## src/rtl/bin2bcd_seq.sv

```systemverilog
// bin2bcd_seq: sequential shift-and-add-3 (double-dabble) binary-to-BCD converter.
// One input bit is consumed per clock; four decimal digits are produced after N
// shifts and presented with a one-cycle done_tick. A start/ready handshake lets
// the converter be retriggered whenever the source counter changes.
module bin2bcd_seq #(
    parameter int N = 8
) (
    input  logic         clk,
    input  logic         reset,
    input  logic         start,
    input  logic [N-1:0] bin,
    output logic         ready,
    output logic         done_tick,
    output logic [3:0]   bcd3,
    output logic [3:0]   bcd2,
    output logic [3:0]   bcd1,
    output logic [3:0]   bcd0
);

    localparam int CW = $clog2(N + 1);

    typedef enum logic [1:0] {
        IDLE,
        OP,
        DONE
    } state_t;

    state_t         state_q, state_d;
    logic [N-1:0]   shReg_q;
    logic [3:0]     w3_q, w2_q, w1_q, w0_q;
    logic [CW-1:0]  bitCnt_q;
    logic [3:0]     bcd3_q, bcd2_q, bcd1_q, bcd0_q;

    logic [2:0]     adj3Low_d;
    logic [3:0]     adj2_d, adj1_d, adj0_d;
    logic [3:0]     w3_d, w2_d, w1_d, w0_d;
    logic [N-1:0]   shReg_d;
    logic           lastShift;

    // Correct-then-shift step for one OP cycle. Only the low three bits of the
    // corrected thousands digit survive the shift, so only those are formed.
    always_comb begin
        adj3Low_d = (w3_q >= 4'd5) ? (w3_q[2:0] + 3'd3) : w3_q[2:0];
        adj2_d    = (w2_q >= 4'd5) ? (w2_q + 4'd3) : w2_q;
        adj1_d    = (w1_q >= 4'd5) ? (w1_q + 4'd3) : w1_q;
        adj0_d    = (w0_q >= 4'd5) ? (w0_q + 4'd3) : w0_q;
        w3_d      = {adj3Low_d, adj2_d[3]};
        w2_d      = {adj2_d[2:0], adj1_d[3]};
        w1_d      = {adj1_d[2:0], adj0_d[3]};
        w0_d      = {adj0_d[2:0], shReg_q[N-1]};
        shReg_d   = shReg_q << 1;
        lastShift = (bitCnt_q == CW'(1));
    end

    // State register, cleared asynchronously so a conversion aborts at once.
    always_ff @(posedge clk or posedge reset) begin
        if (reset) begin
            state_q <= IDLE;
        end else begin
            state_q <= state_d;
        end
    end

    // Next-state logic: start is honoured only in IDLE, DONE lasts one cycle.
    always_comb begin
        state_d = state_q;
        case (state_q)
            IDLE:    if (start) state_d = OP;
            OP:      if (lastShift) state_d = DONE;
            DONE:    state_d = IDLE;
            default: state_d = IDLE;
        endcase
    end

    // Handshake outputs decoded directly from the current state.
    always_comb begin
        ready     = (state_q == IDLE);
        done_tick = (state_q == DONE);
    end

    // Datapath: load on accepted start, correct/shift during OP, and latch the
    // displayed digits only on the final shift so the display never glitches.
    always_ff @(posedge clk or posedge reset) begin
        if (reset) begin
            shReg_q  <= '0;
            w3_q     <= '0;
            w2_q     <= '0;
            w1_q     <= '0;
            w0_q     <= '0;
            bitCnt_q <= '0;
            bcd3_q   <= '0;
            bcd2_q   <= '0;
            bcd1_q   <= '0;
            bcd0_q   <= '0;
        end else begin
            case (state_q)
                IDLE: begin
                    if (start) begin
                        shReg_q  <= bin;
                        w3_q     <= '0;
                        w2_q     <= '0;
                        w1_q     <= '0;
                        w0_q     <= '0;
                        bitCnt_q <= CW'(N);
                    end
                end
                OP: begin
                    shReg_q  <= shReg_d;
                    w3_q     <= w3_d;
                    w2_q     <= w2_d;
                    w1_q     <= w1_d;
                    w0_q     <= w0_d;
                    bitCnt_q <= bitCnt_q - CW'(1);
                    if (lastShift) begin
                        bcd3_q <= w3_d;
                        bcd2_q <= w2_d;
                        bcd1_q <= w1_d;
                        bcd0_q <= w0_d;
                    end
                end
                default: ;
            endcase
        end
    end

    assign bcd3 = bcd3_q;
    assign bcd2 = bcd2_q;
    assign bcd1 = bcd1_q;
    assign bcd0 = bcd0_q;

endmodule

```

## config.mk

```make
export PLATFORM = sky130hd
export DESIGN_NAME = bin2bcd_seq
export DESIGN_NICKNAME = d
export VERILOG_FILES = /design/src/rtl/bin2bcd_seq.sv
export SDC_FILE = /design/constraint.sdc
export NUM_CORES = 1
export LEC_CHECK = 0
export ABC_AREA = 0
export CAP_MARGIN = 20
export CORE_MARGIN = 1.5
export CORE_UTILIZATION = 45
export DETAILED_ROUTE_END_ITERATION = 12
export PLACE_DENSITY = 0.67
export RECOVER_POWER = 50
export SLEW_MARGIN = 5
export SYNTH_ARGS = -nofsm -noshare
export SYNTH_HDL_FRONTEND = slang
export SYNTH_SLANG_ARGS = --single-unit
```

## constraint.sdc

```tcl
create_clock -name clk -period 1.7 [get_ports clk]
set_clock_uncertainty 0.05 [all_clocks]
set_input_delay 0.17 -clock clk [delete_from_list [all_inputs] [get_ports clk]]
set_output_delay 0.17 -clock clk [all_outputs]
set_load 0.01 [all_outputs]
```

==> metrics.csv <==
stage;metric;value;unit
clock_network;clock_tree.buffer_depth;2;
setup_path;crit_fanout;7;
setup_path;cp-end-kind;primary output;
run_status;status;finished clean;
setup_path;start_kind;flip-flop;
global_route;grt_antenna_before_repair;0;
die;dieWidth;74.66;microns
global_route;grtUsageTotal;0.1813;
clock_network;cts_tree;yes;
routing;antenna_left;0;
clock_network;cts_htree_levels;2;
die;io_pins;29;
layout;drive_above_1_share;0.1841;
sta;finalCriticalPeriod;1.634;ns
sta;relSlewSlack;0.2455;
routing;firstDrtPassIters;4;
die;num_rows;25;
power;total_power;5.484;mW
sta;hold_viol;0;
logic_synthesis;syn_nets;254;
logic_synthesis;yosys.area.top_type;dfrtp_1;
routing;num_vias;1725;
layout;stdcell_count;344;
logic_synthesis;syn-cell-area;0.002311;sq mm
routing;remaining_drc_errors;0;
power;leakage;1.266;nW
sta;fmax;612.0;MHz
routing;viasPerCell;5.015;
logic_synthesis;ys_seq_area_frac;0.4981;
place;port_buffers;28;
global_route;grt_pass1_wl;7.596;mm
place;globalplace.congestion;0.7769;
logic_synthesis;yosys_warnings;0;
setup_path;rrSetupSlack;0.08;ns
clock_network;numClockSinks;46;
sta;slew_viol_final;0;
logic_synthesis;synth-seq-cells;46;
routing;wl_per_cell;13.09;microns
place;dp.final_hpwl;3.112;mm
sta;fin_ws;0.06603;ns
clock_network;root_buffer;clkbuf_8;
die;initial_core_util;0.4766;
logic_synthesis;postSynthAreaPerCell;9.918;sq um
logic_synthesis;syn_inst;233;
setup_path;critPathKind;flip-flop to primary output;
power;power.density;1908;mW/mm^2
layout;final_area;0.002874;sq mm
place;pre_cts_slack;0.02359;ns
logic_synthesis;synth_top_cell_area_share;0.4981;
min_path;hp-class;flip-flop to flip-flop;
layout;syn2layout_area_growth;24.36;%
layout;antenna_cells;0;
job;cap_viol_max_count;0;
sta;setup_tns;0;ns
logic_synthesis;synthTopCellsByArea;dfrtp_1, nand2_1, o21ai_0;
power;ir_drop;1.019;mV
sta;worst_slew_pin_slew;1.132;ns
sta;setup_viol_count_final;0;
clock_network;cts-buffers-inserted;5;
layout;fillCellCount;430;
routing;wl;4.504;mm
die;fp.coreArea;0.004848;sq mm
clock_network;insertion_delay;0.30;ns
global_route;gr-total-overflow;0;
setup_path;worstPathArrival;1.41;ns
setup_path;required;1.48;ns
sta;post-route-period-util;0.9612;
global_route;grt_max_degree;47;
clock_network;hold_buffers;0;
clock_network;clk_pin_slew;0.09;ns
layout;layout.nets;297;
place;placed_area;0.002735;sq mm
logic_synthesis;yosys.cell_types.count;31;
global_route;grt_pass1_vias;1666;
die;fp.dieArea;0.005574;sq mm
place;dp_cells;332;
routing;drtIter0Drc;59;
die;die_h;74.66;microns
synthesized netlist by cell type:
cell type	instances
nor2_1	7
ha_1	10
dfrtp_1	46
nor3b_1	12
a21oi_1	20
buf_2	3
nor3b_4	1
a31oi_1	2
clkbuf_1	3
mux2_2	5
inv_1	12
and2b_1	1
clkbuf_8	1
o21ai_0	31
o21ai_2	8
buf_4	1
nor3_1	1
o21ai_1	1
nand2_4	1
a21oi_2	1
o21bai_4	1
xnor2_1	4
nor2b_1	1
a22o_1	5
buf_6	2
clkinv_2	1
nand3b_1	1
nor2b_4	1
mux2_4	2
nand2b_1	5
nand2_1	43
metal layers:
metal,vias to the layer above,wire length (microns),track usage
met5,-,0,0
met4,0,68,0.07879
met3,5,100,0.03213
met2,20,2133,0.2877
met1,823,2203,0.2457
li1,877,-,-
cells in the final DEF (no fill, tap or decap), types with 2 or more instances in the layout:
cell	n
a31oi_1	2
o21ai_1	4
clkbuf_8	5
a22o_1	5
clkdlybuf4s50_1	27
ha_1	7
xnor2_1	4
nand2_1	43
mux2_4	2
mux2_2	5
nor2_1	7
o21ai_0	28
clkbuf_1	3
o21ai_2	8
a21oi_2	4
buf_4	13
ha_2	3
inv_1	10
dfrtp_1	46
nand2b_1	5
a21oi_1	17
nor3b_1	12
layout make-up:
cell class / instances / area (sq um) / area share
clock buffers: 6 / 72.57 / 0.02525
multi-input cells: 164 / 1059 / 0.3683
flip-flops and latches: 46 / 1151 / 0.4005
well taps: 67 / 83.83 / 0.02917
clock inverters: 2 / 37.54 / 0.01306
repair buffers: 46 / 420.4 / 0.1463
inverters: 13 / 50.05 / 0.01741
path summary, 6_finish.rpt:
kind / startpoint / to / depth (start not counted)
max in group asynchronous: reset / bcd1[2] / 3
worst max register to register: w0_q[0] / w0_q[2] / 6
min in group asynchronous: reset / bcd2[1] / 3
worst min register to register: bcd3[0] / bcd3[0] / 2
worst max-delay path: state_q[0] / ready / 2
worst min-delay path: bcd3[0] / bcd3[0] / 2
cells by family (layout without fill, tap and decap cells):
logic type,count (synthesis),count (layout),share of synthesized area
flip-flops,46,46,0.4981
AND/OR/NAND/NOR,74,74,0.1641
XOR/XNOR,4,4,0.01516
adder cells (fa/ha/maj),10,10,0.05414
multiplexers,7,7,0.03736
buffers and inverters,23,67,0.05197
AO/OA/AOI/OAI,69,69,0.1792
power by group:
part / internal (mW) / leakage (nW) / switching [mW]
combinational: 1.37 / 0.631 / 1.34
clock: 0.439 / 0.0514 / 0.368
sequential: 1.57 / 0.584 / 0.394
total: 3.38 / 1.27 / 2.10
through the flow:
stage	hold WS, ns	utilization
global placement	0.4111	0.5641
CTS	0.1620	0.5876
finish	0.4291	0.5928
detailed placement	0.4156	0.5641
floorplan	0.3571	-
global route	0.4473	0.5928
repair_timing:
| action | in CTS | in global routing |
|---|---|---|
| endpoints found under the setup margin | 3 | 9 |
| setup buffers | 0 | 4 |
| pin swaps | 0 | 3 |
| resized for setup | 3 | 10 |
| gates cloned | 0 | 0 |
worst max-delay path, cell delays in order, from the launching register on:
cell and delay [ns]:
dfrtp_1 0.46, nor2_1 0.12, clkdlybuf4s50_1 0.54
registers in the layout, indices dropped and copies added, names as in the netlist:
name	cells
bcd0	4
bcd1	4
bcd2	4
bcd3	4
bitCnt_q	4
shReg_q	8
state_q	2
w0_q	4
w1_q	4
w2_q	4
w3_q	4
Note: power is estimated with default switching activity, not from simulation.
